--- src/rtl/ghost_keygen.sv ---
// ghost_keygen: LFSR-driven ghost direction keycode generator; GHOST_KEYGEN_NOREVERSE_EN bars picking the reverse of the current code.
module ghost_keygen #(
  parameter logic [15:0] SEED = 16'hACE1,
  parameter int START_DELAY = 3,
  parameter int MIN_HOLD = 8
) (
  input  logic       Clk,
  input  logic       Reset_n,
  input  logic       frame_clk,
  input  logic       restart,
  input  logic       sec,
  input  logic [4:0] mapL,
  input  logic [4:0] mapR,
  input  logic [4:0] mapB,
  input  logic [4:0] mapT,
  output logic [7:0] randomkeycode
);
  typedef enum logic [1:0] {WAIT, PICK, MOVE} state_t;
  localparam logic [5:0] HOLD_BASE = 6'(MIN_HOLD);
  localparam logic [3:0] SEC_LAST = 4'(START_DELAY - 1);
  state_t state;
  logic [15:0] lfsr, lfsr_nxt;
  logic [5:0] hold_cnt;
  logic [3:0] sec_cnt;
  logic frame_clk_d, sec_d, frame_tick, sec_tick;
  logic [3:0] open, elig;
  logic [1:0] cur_dir, pick_dir, idx;
  logic have_dir, cur_blocked, pick_ok;
`ifdef GHOST_KEYGEN_NOREVERSE_EN
  logic [3:0] excl;
`endif
  function automatic logic [7:0] code_of(input logic [1:0] d);
    return d == 2'd0 ? 8'h1A : d == 2'd1 ? 8'h04 : d == 2'd2 ? 8'h07 : 8'h16;
  endfunction
  assign frame_tick = frame_clk & ~frame_clk_d;
  assign sec_tick = sec & ~sec_d;
  assign lfsr_nxt = lfsr == 16'h0000 ? SEED : lfsr[0] ? (lfsr >> 1) ^ 16'hB400 : lfsr >> 1;
  // index order L, R, D, U; reverse of index d is d ^ 1
  assign open = {~|mapT, ~|mapB, ~|mapR, ~|mapL};
  assign have_dir = |randomkeycode;
  assign cur_dir = randomkeycode == 8'h04 ? 2'd1 : randomkeycode == 8'h07 ? 2'd2 :
                   randomkeycode == 8'h16 ? 2'd3 : 2'd0;
  assign cur_blocked = have_dir & ~open[cur_dir];
  always_comb begin
    elig = open;
`ifdef GHOST_KEYGEN_NOREVERSE_EN
    excl = have_dir ? 4'b0001 << (cur_dir ^ 2'd1) : 4'b0000;
    elig = |(open & ~excl) ? open & ~excl : open;
`endif
    pick_ok = 1'b0;
    pick_dir = 2'd0;
    idx = 2'd0;
    for (int k = 3; k >= 0; k--) begin
      idx = lfsr[1:0] + 2'(k);
      if (elig[idx]) begin
        pick_ok = 1'b1;
        pick_dir = idx;
      end
    end
  end
  always_ff @(posedge Clk or negedge Reset_n) begin
    if (!Reset_n) begin
      state <= WAIT;
      randomkeycode <= 8'h00;
      lfsr <= SEED;
      hold_cnt <= 6'd0;
      sec_cnt <= 4'd0;
      frame_clk_d <= 1'b0;
      sec_d <= 1'b0;
    end else begin
      lfsr <= lfsr_nxt;
      frame_clk_d <= frame_clk;
      sec_d <= sec;
      if (restart) begin
        state <= WAIT;
        randomkeycode <= 8'h00;
        sec_cnt <= 4'd0;
        hold_cnt <= 6'd0;
      end else begin
        case (state)
          WAIT: begin
            randomkeycode <= 8'h00;
            if (sec_tick) begin
              sec_cnt <= sec_cnt == SEC_LAST ? 4'd0 : sec_cnt + 4'd1;
              if (sec_cnt == SEC_LAST) state <= PICK;
            end
          end
          PICK: begin
            if (pick_ok) randomkeycode <= code_of(pick_dir);
            hold_cnt <= HOLD_BASE + {2'b00, lfsr[5:2]};
            state <= MOVE;
          end
          MOVE: begin
            if (frame_tick) begin
              if (hold_cnt != 6'd0) hold_cnt <= hold_cnt - 6'd1;
              if (hold_cnt == 6'd1 || cur_blocked) state <= PICK;
            end
          end
          default: state <= WAIT;
        endcase
      end
    end
  end
endmodule
--- config.mk ---
export PLATFORM = sky130hd
export DESIGN_NAME = ghost_keygen
export DESIGN_NICKNAME = d
export VERILOG_FILES = /design/src/rtl/ghost_keygen.sv
export SDC_FILE = /design/constraint.sdc
export NUM_CORES = 1
export LEC_CHECK = 0
export ABC_AREA = 1
export CAP_MARGIN = 5
export CORE_ASPECT_RATIO = 0.6
export CORE_MARGIN = 3
export CORE_UTILIZATION = 40
export CTS_CLUSTER_DIAMETER = 60
export CTS_CLUSTER_SIZE = 10
export DETAILED_ROUTE_END_ITERATION = 8
export SLEW_MARGIN = 10
export SYNTH_ARGS = -nofsm -noshare
export SYNTH_HDL_FRONTEND = slang
export SYNTH_SLANG_ARGS = --single-unit
--- constraint.sdc ---
create_clock -name Clk -period 3.8 [get_ports Clk]
set_input_delay 1.14 -clock Clk [delete_from_list [all_inputs] [get_ports Clk]]
set_output_delay 1.14 -clock Clk [all_outputs]
set_load 0.1 [all_outputs]
==> results of run 1 <==
-- registers in the layout (all words and copies together) (netlist names) --
register       cells
hold_cnt           6
randomkeycode      5
frame_clk_d        1
state              2
lfsr              16
sec_d              1
sec_cnt            4
-- per-stage QoR --
| step | hold WS, ns | area, um2 | utilization | std cells |
|---|---|---|---|---|
| floorplan | 0.430 | 2020 | - | 261 |
| global placement | 0.374 | 2330 | 0.495 | 343 |
| detailed placement | 0.372 | 2330 | 0.495 | 343 |
| global route | 0.403 | 2440 | 0.519 | 351 |
| finish | 0.387 | 2440 | 0.519 | 351 |
| CTS | 0.398 | 2440 | 0.519 | 351 |
-- synth_stat cells (2+ instances only) --
library cell / count
dfrtp_1: 27
dfstp_2: 8
clkbuf_1: 7
inv_2: 3
ha_1: 9
xnor2_1: 3
nor2_1: 28
nand2_2: 2
nand3_1: 23
inv_1: 34
nand2_1: 65
a21oi_1: 2
nand3b_1: 5
nor4_1: 3
xor2_1: 4
nor3_1: 3
o22ai_1: 7
buf_2: 2
buf_4: 3
o21ai_0: 8
-- power groups by stage --
stage                     Combinational [W]  Clock (W)  Sequential [W]
after global placement             0.000312          0        0.000449
after detailed placement           0.000312          0        0.000448
after CTS                          0.000312   0.000348        0.000442
final                              0.000311   0.000337        0.000443
after floorplan                    0.000194          0        0.000485
after global routing               0.000350   0.000365        0.000448
-- cell usage in the layout (no fill, tap or decap), drive strengths merged --
cell            n
clkbuf          5
xnor2           3
xor2            4
nand4           1
o21a            1
a31oi           1
nor2           29
buf             7
a21oi           4
nand3b          5
conb            3
clkinv          2
o21ai           8
clkdlybuf4s50  24
dfstp           8
nor4            3
nand2          68
ha              9
o22ai           7
inv            37
nor3            4
bufinv          1
nor3b           1
dfrtp          27
nand3          24
and2            1
and3b           1
-- layer usage --
| layer | track usage | share of wire | vias to the layer above |
|---|---|---|---|
| met4 | 0.0473 | 0.011 | 0 |
| met1 | 0.227 | 0.55 | 721 |
| met5 | 0 | 0 | - |
| met2 | 0.184 | 0.38 | 37 |
| met3 | 0.0390 | 0.057 | 4 |
| li1 | - | - | 873 |
-- cell type report --
type	instances	area (um2)	share of cell area
Multi-Input combinational cell	177	933	0.382
Sequential cell	35	886	0.363
Timing Repair Buffer	31	293	0.120
Inverter	37	139	0.0569
Tap cell	63	78.8	0.0323
Clock buffer	5	68.8	0.0282
Clock inverter	3	43.8	0.0179
-- kinds of logic after synthesis --
kind of cell	synth area share
other	0.00187
buffers and inverters	0.0984
adder cells (fa/ha/maj)	0.0560
XOR/XNOR	0.0305
AND/OR/NAND/NOR	0.306
flip-flops	0.441
AO/OA/AOI/OAI	0.0666
-- worst max path at each step --
stage | start | end | slack (ns) | cells past startpoint
final | mapT[1] | randomkeycode[4] | 1.06 | 14
after global routing | mapT[3] | randomkeycode[4] | 0.89 | 14
after CTS | mapR[3] | randomkeycode[4] | 1.08 | 15
after detailed placement | mapT[3] | randomkeycode[4] | 0.78 | 14
after global placement | mapR[3] | randomkeycode[4] | 0.82 | 15
after floorplan | mapT[3] | randomkeycode[4] | 1.33 | 13
-- worst max-delay path, stage by stage --
cell and delay (ns):
clkdlybuf4s50_1 0.40, nor2_1 0.10, nand3b_1 0.13, nand2_1 0.11, nand2_1 0.07, and2_1 0.16, nor2_1 0.09, nand3_1 0.08
nand2_1 0.09, inv_1 0.06, ha_1 0.28, nor2_1 0.10, nand3_1 0.09, nand2_1 0.07
==> impl_metrics.csv, run 1 <==
group,metric,value,unit
job,cap_violations,0,
synthesis,yosysWarnings,0,
setup_path,critPathCaptureType,"flop",
place,dp_hpwl,3180,um
power_and_ir_drop,power_density,446,nW/um2
route,drc,0,
grt,grt_usage,0.144,
route,ant_nets,0,
setup_path,r2r_slack,1.42,ns
synthesis,netlist_top_cells_area,"dfrtp_1, nand2_1, dfstp_2",
grt,antenna_found_initial,0,
setup_path,worstPathRequired,4.03,ns
synthesis,syn_avg_cell_area,7.76,um2
power_and_ir_drop,p_sw,0.000378,W
synthesis,synth_top_area_cell,"dfrtp_1",
synthesis,async_flop_share,1.00,
power_and_ir_drop,clkPwrFrac,0.309,
setup_path,r2r-start,"lfsr[0]",
synthesis,ys.flop_type,"dfrtp_1",
clocking,cts_hold_buf,0,
clocking,cts_sinks,35,
min_path,hold_path.class,"reg2reg",
min_path,hold_end,"lfsr[8]",
die,initial_core_util,0.427,
route,wl,4040,um
timing,max_freq,365,MHz
route,wl_per_cell,11.5,um
grt,overflow,0,
clocking,path_clk_slew,0.07,ns
power_and_ir_drop,p_sw_frac,0.347,
setup_path,start_kind,"input port",
route,avgViaCountPerCell,4.66,
outcome,outcome,"complete, no violations",
min_path,min_from,"lfsr[9]",
setup_path,path_class,"in2reg",
synthesis,synth-edff-count,0,
clocking,clkLatencyLatePin,0.29,ns
route,num_vias,1635,
power_and_ir_drop,totalPowerFinal,0.00109,W
synthesis,syn_area,2010,um2
synthesis,synth_seq_cells,35,
timing,slew_headroom,0.443,
clocking,cts_root_buf,"clkbuf_8",
finish,syn2layout_area_growth,21.5,%
setup_path,rr_endpoint,"randomkeycode[4]",
timing,setup_violations,0,
place,routabilityCongestion,0.809,
power_and_ir_drop,p_int,0.000712,W
synthesis,synth_cells,259,
timing,fin_crit_sh,0.720,
timing,rsz0062_at_grt,"false",
clocking,cts_htree_levels,2,
clocking,cts_setup_buffers,0,
setup_path,worstPathMaxFanout,3,
timing,tns,0,ns
clocking,cts_buffer_depth,2,
power_and_ir_drop,p_seq_frac,0.406,
grt,grt_max_degree,21,
die,row_count,19,
route,first_iter_violations,50,
power_and_ir_drop,vdd_ir_drop_max,0.000246,V
synthesis,synth_top_area_frac,0.336,
min_path,hold_depth,0,
finish,drive_above_1_share,0.122,
clocking,cts_made_buffers,5,
setup_path,r2r_cells,14,
die,ios,33,
grt,grt_pass1_vias,1424,
timing,setup_ws,1.06,ns
timing,timing.clock.skew,0.00216,ns
clocking,cts_tree,"done",
synthesis,yosysSeqAreaShare,0.441,
place,place_ws,0.777,ns
die,die_x,97.5,um
timing,hold_viol,0,
synthesis,synth_cell_types,33,
setup_path,cp_data_arrival_time,2.96,ns
timing,slew_viol_final,0,
finish,diodes,0,
grt,grt_pass1_wl,6660,um
die,die_area,5940,um2
power_and_ir_drop,cellLeakagePower,1.21,nW
clocking,ctsResizeCount,0,
timing,tightest_slew,0.832,ns
finish,fin_nets,321,
power_and_ir_drop,p_comb_frac,0.285,
finish,fill_cells,447,
die,coreArea,4710,um2
place,port_buffers,29,
route,first_pass_iters,4,
timing,period_needed,2.74,ns
die,die_h,60.9,um
Power figures use the tool's default switching activity.
==> inputs of run 2 (changes only) <==
Settings changed: PLACE_DENSITY set to 0.65.
Clock period 3.8 ns to 2.25 ns, I/O delays scaled along.
==> run 2 against run 1 <==
Combinational power is 94% higher. Global-route usage is 1.3 points higher. Total power is 65% higher. Hold slack worse by 0.0037 ns. Largest cell class unchanged. Via count is 8.0% higher. Core utilization is 9.2 points higher. Clock skew is 0.0088 ns higher.
==> impl_metrics.csv, run 2 (same netlist as run 1, synthesis figures left out) <==
group,metric,value,unit
outcome,outcome,"complete, no violations",
route,first_pass_iters,6,
setup_path,cp_cell_sequence,"clkdlybuf4s50_1 > nand3b_1 > nand2_2 > nand2_1 > and2_4 > nor2_2 > nand3_1 > nand2_2 > inv_2 > ha_4 > nor2_2 > nand3_1 > nand2_1",
clocking,cts_made_buffers,5,
setup_path,rr_endpoint,"randomkeycode[4]",
place,port_buffers,29,
route,num_vias,1765,
job,cap_violations,0,
grt,antenna_found_initial,0,
die,ios,33,
die,die_h,60.9,um
setup_path,critPathMaxStageDelay,0.39,ns
die,initial_core_util,0.427,
power_and_ir_drop,power_density,627,nW/um2
power_and_ir_drop,p_comb_frac,0.334,
setup_path,r2r-start,"lfsr[0]",
power_and_ir_drop,p_seq_frac,0.418,
die,die_x,97.5,um
power_and_ir_drop,clkPwrFrac,0.247,
setup_path,worstPathRequired,2.43,ns
clocking,path_clk_slew,0.07,ns
power_and_ir_drop,p_int,0.00115,W
place,place_ws,-0.311,ns
place,routabilityCongestion,0.856,
setup_path,slowest_stage,"clkdlybuf4s50_1",
die,coreArea,4710,um2
finish,diodes,0,
setup_path,path_class,"in2reg",
grt,grt_pass1_vias,1568,
clocking,cts_sinks,35,
finish,fill_cells,405,
die,die_area,5940,um2
min_path,min_from,"lfsr[9]",
route,wl,4690,um
route,drc,0,
power_and_ir_drop,vdd_ir_drop_max,0.000383,V
timing,setup_ws,0.0749,ns
setup_path,cp_data_arrival_time,2.36,ns
finish,largestRegisters,"lfsr (16), hold_cnt (6), randomkeycode (5)",
clocking,cts_tree,"done",
timing,timing.hold.ws,0.383,ns
route,ant_nets,0,
finish,largest_reg_flops,16,
timing,fin_crit_sh,0.967,
setup_path,r2r_slack,0.12,ns
clocking,cts_buffer_depth,2,
finish,multi_input_area,1100,um2
clocking,cts_hold_buf,0,
timing,setup_violations,0,
grt,grt_max_degree,36,
timing,timing.clock.skew,0.0110,ns
timing,hold_viol,0,
route,first_iter_violations,77,
setup_path,worstPathMaxFanout,3,
setup_path,critPathCaptureType,"flop",
grt,grt_usage,0.156,
setup_path,r2r_cells,15,
power_and_ir_drop,p_sw_frac,0.364,
finish,syn2layout_area_growth,43.1,%
finish,layout_commonest_cell,"nand2_1",
finish,final_cell_mix,"nand2_1, inv_1, dfrtp_1, buf_4, nor2_1",
clocking,cts_htree_levels,2,
clocking,clkLatencyLatePin,0.29,ns
timing,slew_viol_final,0,
grt,grt_pass1_wl,7310,um
place,dp_hpwl,3290,um
min_path,hold_path.class,"reg2reg",
finish,seq_area,886,um2
setup_path,crit_start,"mapL[4]",
power_and_ir_drop,p_sw,0.000657,W
clocking,cts_root_buf,"clkbuf_8",
grt,overflow,0,
route,wl_per_cell,12.4,um
finish,fin_nets,347,
finish,regMostFlops,"lfsr",
finish,drive_above_1_share,0.296,
route,avgViaCountPerCell,4.68,
setup_path,cp-endpoint,"randomkeycode[4]",
timing,max_freq,460,MHz
power_and_ir_drop,cellLeakagePower,1.46,nW
die,row_count,19,
setup_path,start_kind,"input port",
timing,period_needed,2.18,ns
[run 2: cell count changes in the layout (fill, tap and decap cells not counted), sizes merged]
cell | previous run | this run
buf | 7 | 33
bufinv | 1 | 0
clkbuf | 5 | 6
clkdlybuf4s50 | 24 | 10
clkinv | 2 | 1
clkinvlp | 0 | 1
dlymetal6s2s | 0 | 14
[run 2: worst min-delay path by stage]
stage / endpoint / slack [ns] / depth (start not counted)
6_report: lfsr[8] / 0.38 / 0
5_1_grt: lfsr[14] / 0.39 / 0
4_1_cts: lfsr[8] / 0.38 / 0
3_5_place_dp: lfsr[8] / 0.37 / 0
3_3_place_gp: lfsr[8] / 0.36 / 0
2_1_floorplan: frame_clk_d / 0.38 / 0
[run 2: worst max-delay path, delay by kind of cell]
kind	cells	cell delay, ns
simple gates	10	0.98
fa+ha+maj	1	0.26
buf+inv	2	0.45
[run 2: area by class of cell]
type | count | area share
clock inverter | 2 | 0.00435
sequential | 35 | 0.308
clock buffer | 6 | 0.0252
inverter | 37 | 0.0483
tap | 63 | 0.0274
timing repair buffer | 57 | 0.205
multi-input combinational | 177 | 0.382
[run 2: routing by layer]
metal	up-vias	GRT usage	wire, um
met4	0	0.0454	58
met1	815	0.228	2380
li1	924	-	-
met2	21	0.237	2110
met3	5	0.0344	144
met5	-	0	0
[run 2: through the flow]
step                      setup TNS (ns)  power (W)  area, um2  instances   util
after floorplan                        0    0.00115       2020        261      -
after global placement             -1.16    0.00134       2510        359  0.534
after detailed placement           -1.36    0.00135       2510        359  0.534
after CTS                              0    0.00180       2610        368  0.554
after global routing             -0.0343    0.00192       2880        377  0.611
final                                  0    0.00180       2880        377  0.611
[run 2: repair_timing]
item,4_1_cts,5_1_grt
endpoints found under the setup margin,1,5
setup buffers,1,9
resized for setup,2,53
pin swaps,1,39
[run 2: power groups by stage]
stage	registers, W	logic, W	clock network (W)
after floorplan	0.000819	0.000328	0
after global placement	0.000762	0.000582	0
after detailed placement	0.000762	0.000589	0
after CTS	0.000752	0.000592	0.000454
after global routing	0.000763	0.000668	0.000488
final	0.000754	0.000602	0.000446
==> inputs of run 3 (changes only) <==
Settings changed: ABC_AREA 1 to not set, CTS_CLUSTER_SIZE 10 to not set, PLACE_DENSITY 0.65 to not set.
==> run 3 against run 2 <==
The flow now finishes with violations (negative setup slack). Sequential power fell by 12%. Sequential cell count did not move. Sequential share of layout area rose by 0.057 points. Total power fell by 23%. Area after synthesis rose by 2.7%. Final area barely moved. Clock skew barely moved. Clock-buffer cell count did not move.
==> impl_metrics.csv, run 3 <==
group,metric,value,unit
setup_path,critPathCaptureType,"flop",
grt,overflow,0,
synthesis,synth_top_area_frac,0.327,
synthesis,synth_cell_types,53,
grt,grt_pass1_vias,1600,
die,initial_core_util,0.432,
min_path,min_from,"lfsr[4]",
finish,largest_reg_flops,16,
clocking,cts_buffer_depth,2,
timing,hold_viol,0,
route,drc,0,
route,num_vias,1787,
clocking,clkLatencyLatePin,0.29,ns
route,first_pass_iters,4,
place,port_buffers,29,
timing,fin_crit_sh,1.01,
setup_path,rr_endpoint,"randomkeycode[4]",
synthesis,synth_seq_cells,35,
synthesis,async_flop_share,1.00,
die,die_h,61.6,um
timing,period_needed,2.28,ns
timing,setup_violations,3,
finish,layout_commonest_cell,"buf_4",
min_path,hold_end,"lfsr[3]",
die,ios,33,
power_and_ir_drop,p_comb_frac,0.165,
power_and_ir_drop,vdd_ir_drop_max,0.000292,V
grt,grt_usage,0.170,
finish,fin_nets,312,
synthesis,netlist_top_cells_area,"dfrtp_1, dfstp_2, ha_1",
clocking,path_clk_slew,0.08,ns
die,coreArea,4780,um2
timing,timing.clock.skew,0.0113,ns
route,avgViaCountPerCell,5.23,
job,cap_violations,0,
place,dp_hpwl,3560,um
timing,tns,-0.0439,ns
die,die_area,6080,um2
synthesis,syn_avg_cell_area,9.13,um2
power_and_ir_drop,p_int,0.000995,W
clocking,cts_tree,"done",
synthesis,synth-edff-count,0,
finish,fill_cells,406,
die,row_count,19,
timing,max_freq,439,MHz
synthesis,yosysWarnings,0,
finish,final_cell_mix,"buf_4, dfrtp_1, nand2_1",
finish,regMostFlops,"lfsr",
synthesis,syn_area,2060,um2
min_path,hold_depth,0,
setup_path,cp_data_arrival_time,2.50,ns
place,routabilityCongestion,0.860,
finish,drive_above_1_share,0.330,
clocking,cts_htree_levels,2,
synthesis,synth_cells,226,
route,wl,4920,um
finish,syn2layout_area_growth,39.3,%
finish,diodes,0,
route,first_iter_violations,76,
power_and_ir_drop,p_sw_frac,0.280,
clocking,cts_made_buffers,5,
timing,slew_viol_final,0,
synthesis,ys.flop_type,"dfrtp_1",
setup_path,r2r-start,"lfsr[0]",
route,ant_nets,0,
finish,multi_input_area,1220,um2
clocking,cts_sinks,35,
power_and_ir_drop,p_seq_frac,0.482,
timing,setup_ws,-0.0285,ns
outcome,violations,"negative setup slack",
die,die_x,98.7,um
route,wl_per_cell,14.4,um
setup_path,crit_start,"mapB[4]",
setup_path,worstPathMaxFanout,3,
grt,antenna_found_initial,0,
synthesis,yosysSeqAreaShare,0.429,
place,place_ws,-0.676,ns
grt,grt_max_degree,36,
clocking,cts_root_buf,"clkbuf_8",
grt,grt_pass1_wl,8060,um
power_and_ir_drop,power_density,481,nW/um2
setup_path,start_kind,"input port",
finish,seq_area,887,um2
setup_path,worstPathRequired,2.47,ns
power_and_ir_drop,p_sw,0.000388,W
synthesis,yosysMostFrequentCell,"dfrtp_1",
power_and_ir_drop,clkPwrFrac,0.353,
power_and_ir_drop,cellLeakagePower,1.22,nW
finish,largestRegisters,"lfsr (16), hold_cnt (6), randomkeycode (5)",
timing,rsz0062_at_grt,"true",
synthesis,ys_top_cells_by_count,"dfrtp_1, nand2_1, nor2_1, o21ai_0, a21oi_1",
setup_path,r2r_slack,0.04,ns
setup_path,r2r_cells,10,
setup_path,path_class,"in2reg",
outcome,outcome,"finished, violations left",
synthesis,synth_top_area_cell,"dfrtp_1",
min_path,hold_path.class,"reg2reg",
[run 3: cell count changes after synthesis, moves of 5 or more]
cell      delta
nand3_1     -20
a21oi_1      +9
nor2_1       -5
o31ai_1      +5
inv_1       -24
o21ai_0      +8
mux2i_1      +7
o22ai_1      -6
nand2b_1     +8
nor2b_1      +5
nand2_1     -42
[run 3: what timing repair did]
action / in CTS / in global routing
buffers inserted: 8 / 3
pin swaps: 24 / 12
endpoints found under the setup margin: 6 / 5
gates resized for setup: 50 / 17
hold buffers: 0 / 0
[run 3: worst max path at each step]
stage	end	slack (ns)	cells after the start
final	randomkeycode[0]	-0.03	10
after global routing	randomkeycode[0]	-0.04	9
after CTS	randomkeycode[4]	-0.01	10
after detailed placement	randomkeycode[3]	-0.68	10
after global placement	randomkeycode[3]	-0.62	10
after floorplan	randomkeycode[4]	-0.11	9
[run 3: logic make-up after synthesis]
kind of cell / count (synthesis) / synth area share
buffers and inverters: 26 / 0.0546
flip-flops: 35 / 0.429
AO/OA/AOI/OAI: 52 / 0.166
XOR/XNOR: 3 / 0.0127
other: 1 / 0.00182
AND/OR/NAND/NOR: 92 / 0.242
multiplexers: 8 / 0.0394
adder cells (fa/ha/maj): 9 / 0.0546
[run 3: layout make-up]
class	count	share of cell area
well taps	63	0.0274
flip-flops and latches	35	0.309
repair buffers	59	0.191
clock inverters	2	0.00566
multi-input cells	167	0.425
inverters	10	0.0131
clock buffers	6	0.0287
[run 3: metrics by stage]
step           std cells  hold WS [ns]  power (W)  cell area, um2  utilization
6_report             342         0.395    0.00138            2870        0.601
3_3_place_gp         323         0.366   0.000891            2570        0.538
4_1_cts              339         0.395    0.00140            2780        0.581
2_1_floorplan        228         0.379   0.000800            2100            -
5_1_grt              342         0.404    0.00146            2870        0.601
3_5_place_dp         323         0.383   0.000894            2570        0.538
[run 3: metal layers]
metal	vias up	GRT usage	share of wire
li1	894	-	-
met1	853	0.259	0.55
met2	32	0.235	0.40
met3	8	0.0441	0.040
met4	0	0.0525	0.017
met5	-	0	0
[run 3: worst max-delay path: stages]
cell and delay (ns):
buf_6 0.09, or4_4 0.57, o21ai_4 0.17, a21oi_2 0.08, o21ai_2 0.15, o211a_1 0.24
ha_2 0.18, nor2b_2 0.13, mux2i_1 0.09, o21ai_1 0.13
[run 3: power by group through the flow]
stage	logic, W	registers, W	clock network, W
6_report	0.000228	0.000666	0.000488
5_1_grt	0.000251	0.000669	0.000539
4_1_cts	0.000223	0.000664	0.000513
3_5_place_dp	0.000217	0.000676	0
3_3_place_gp	0.000215	0.000676	0
2_1_floorplan	0.000132	0.000668	0
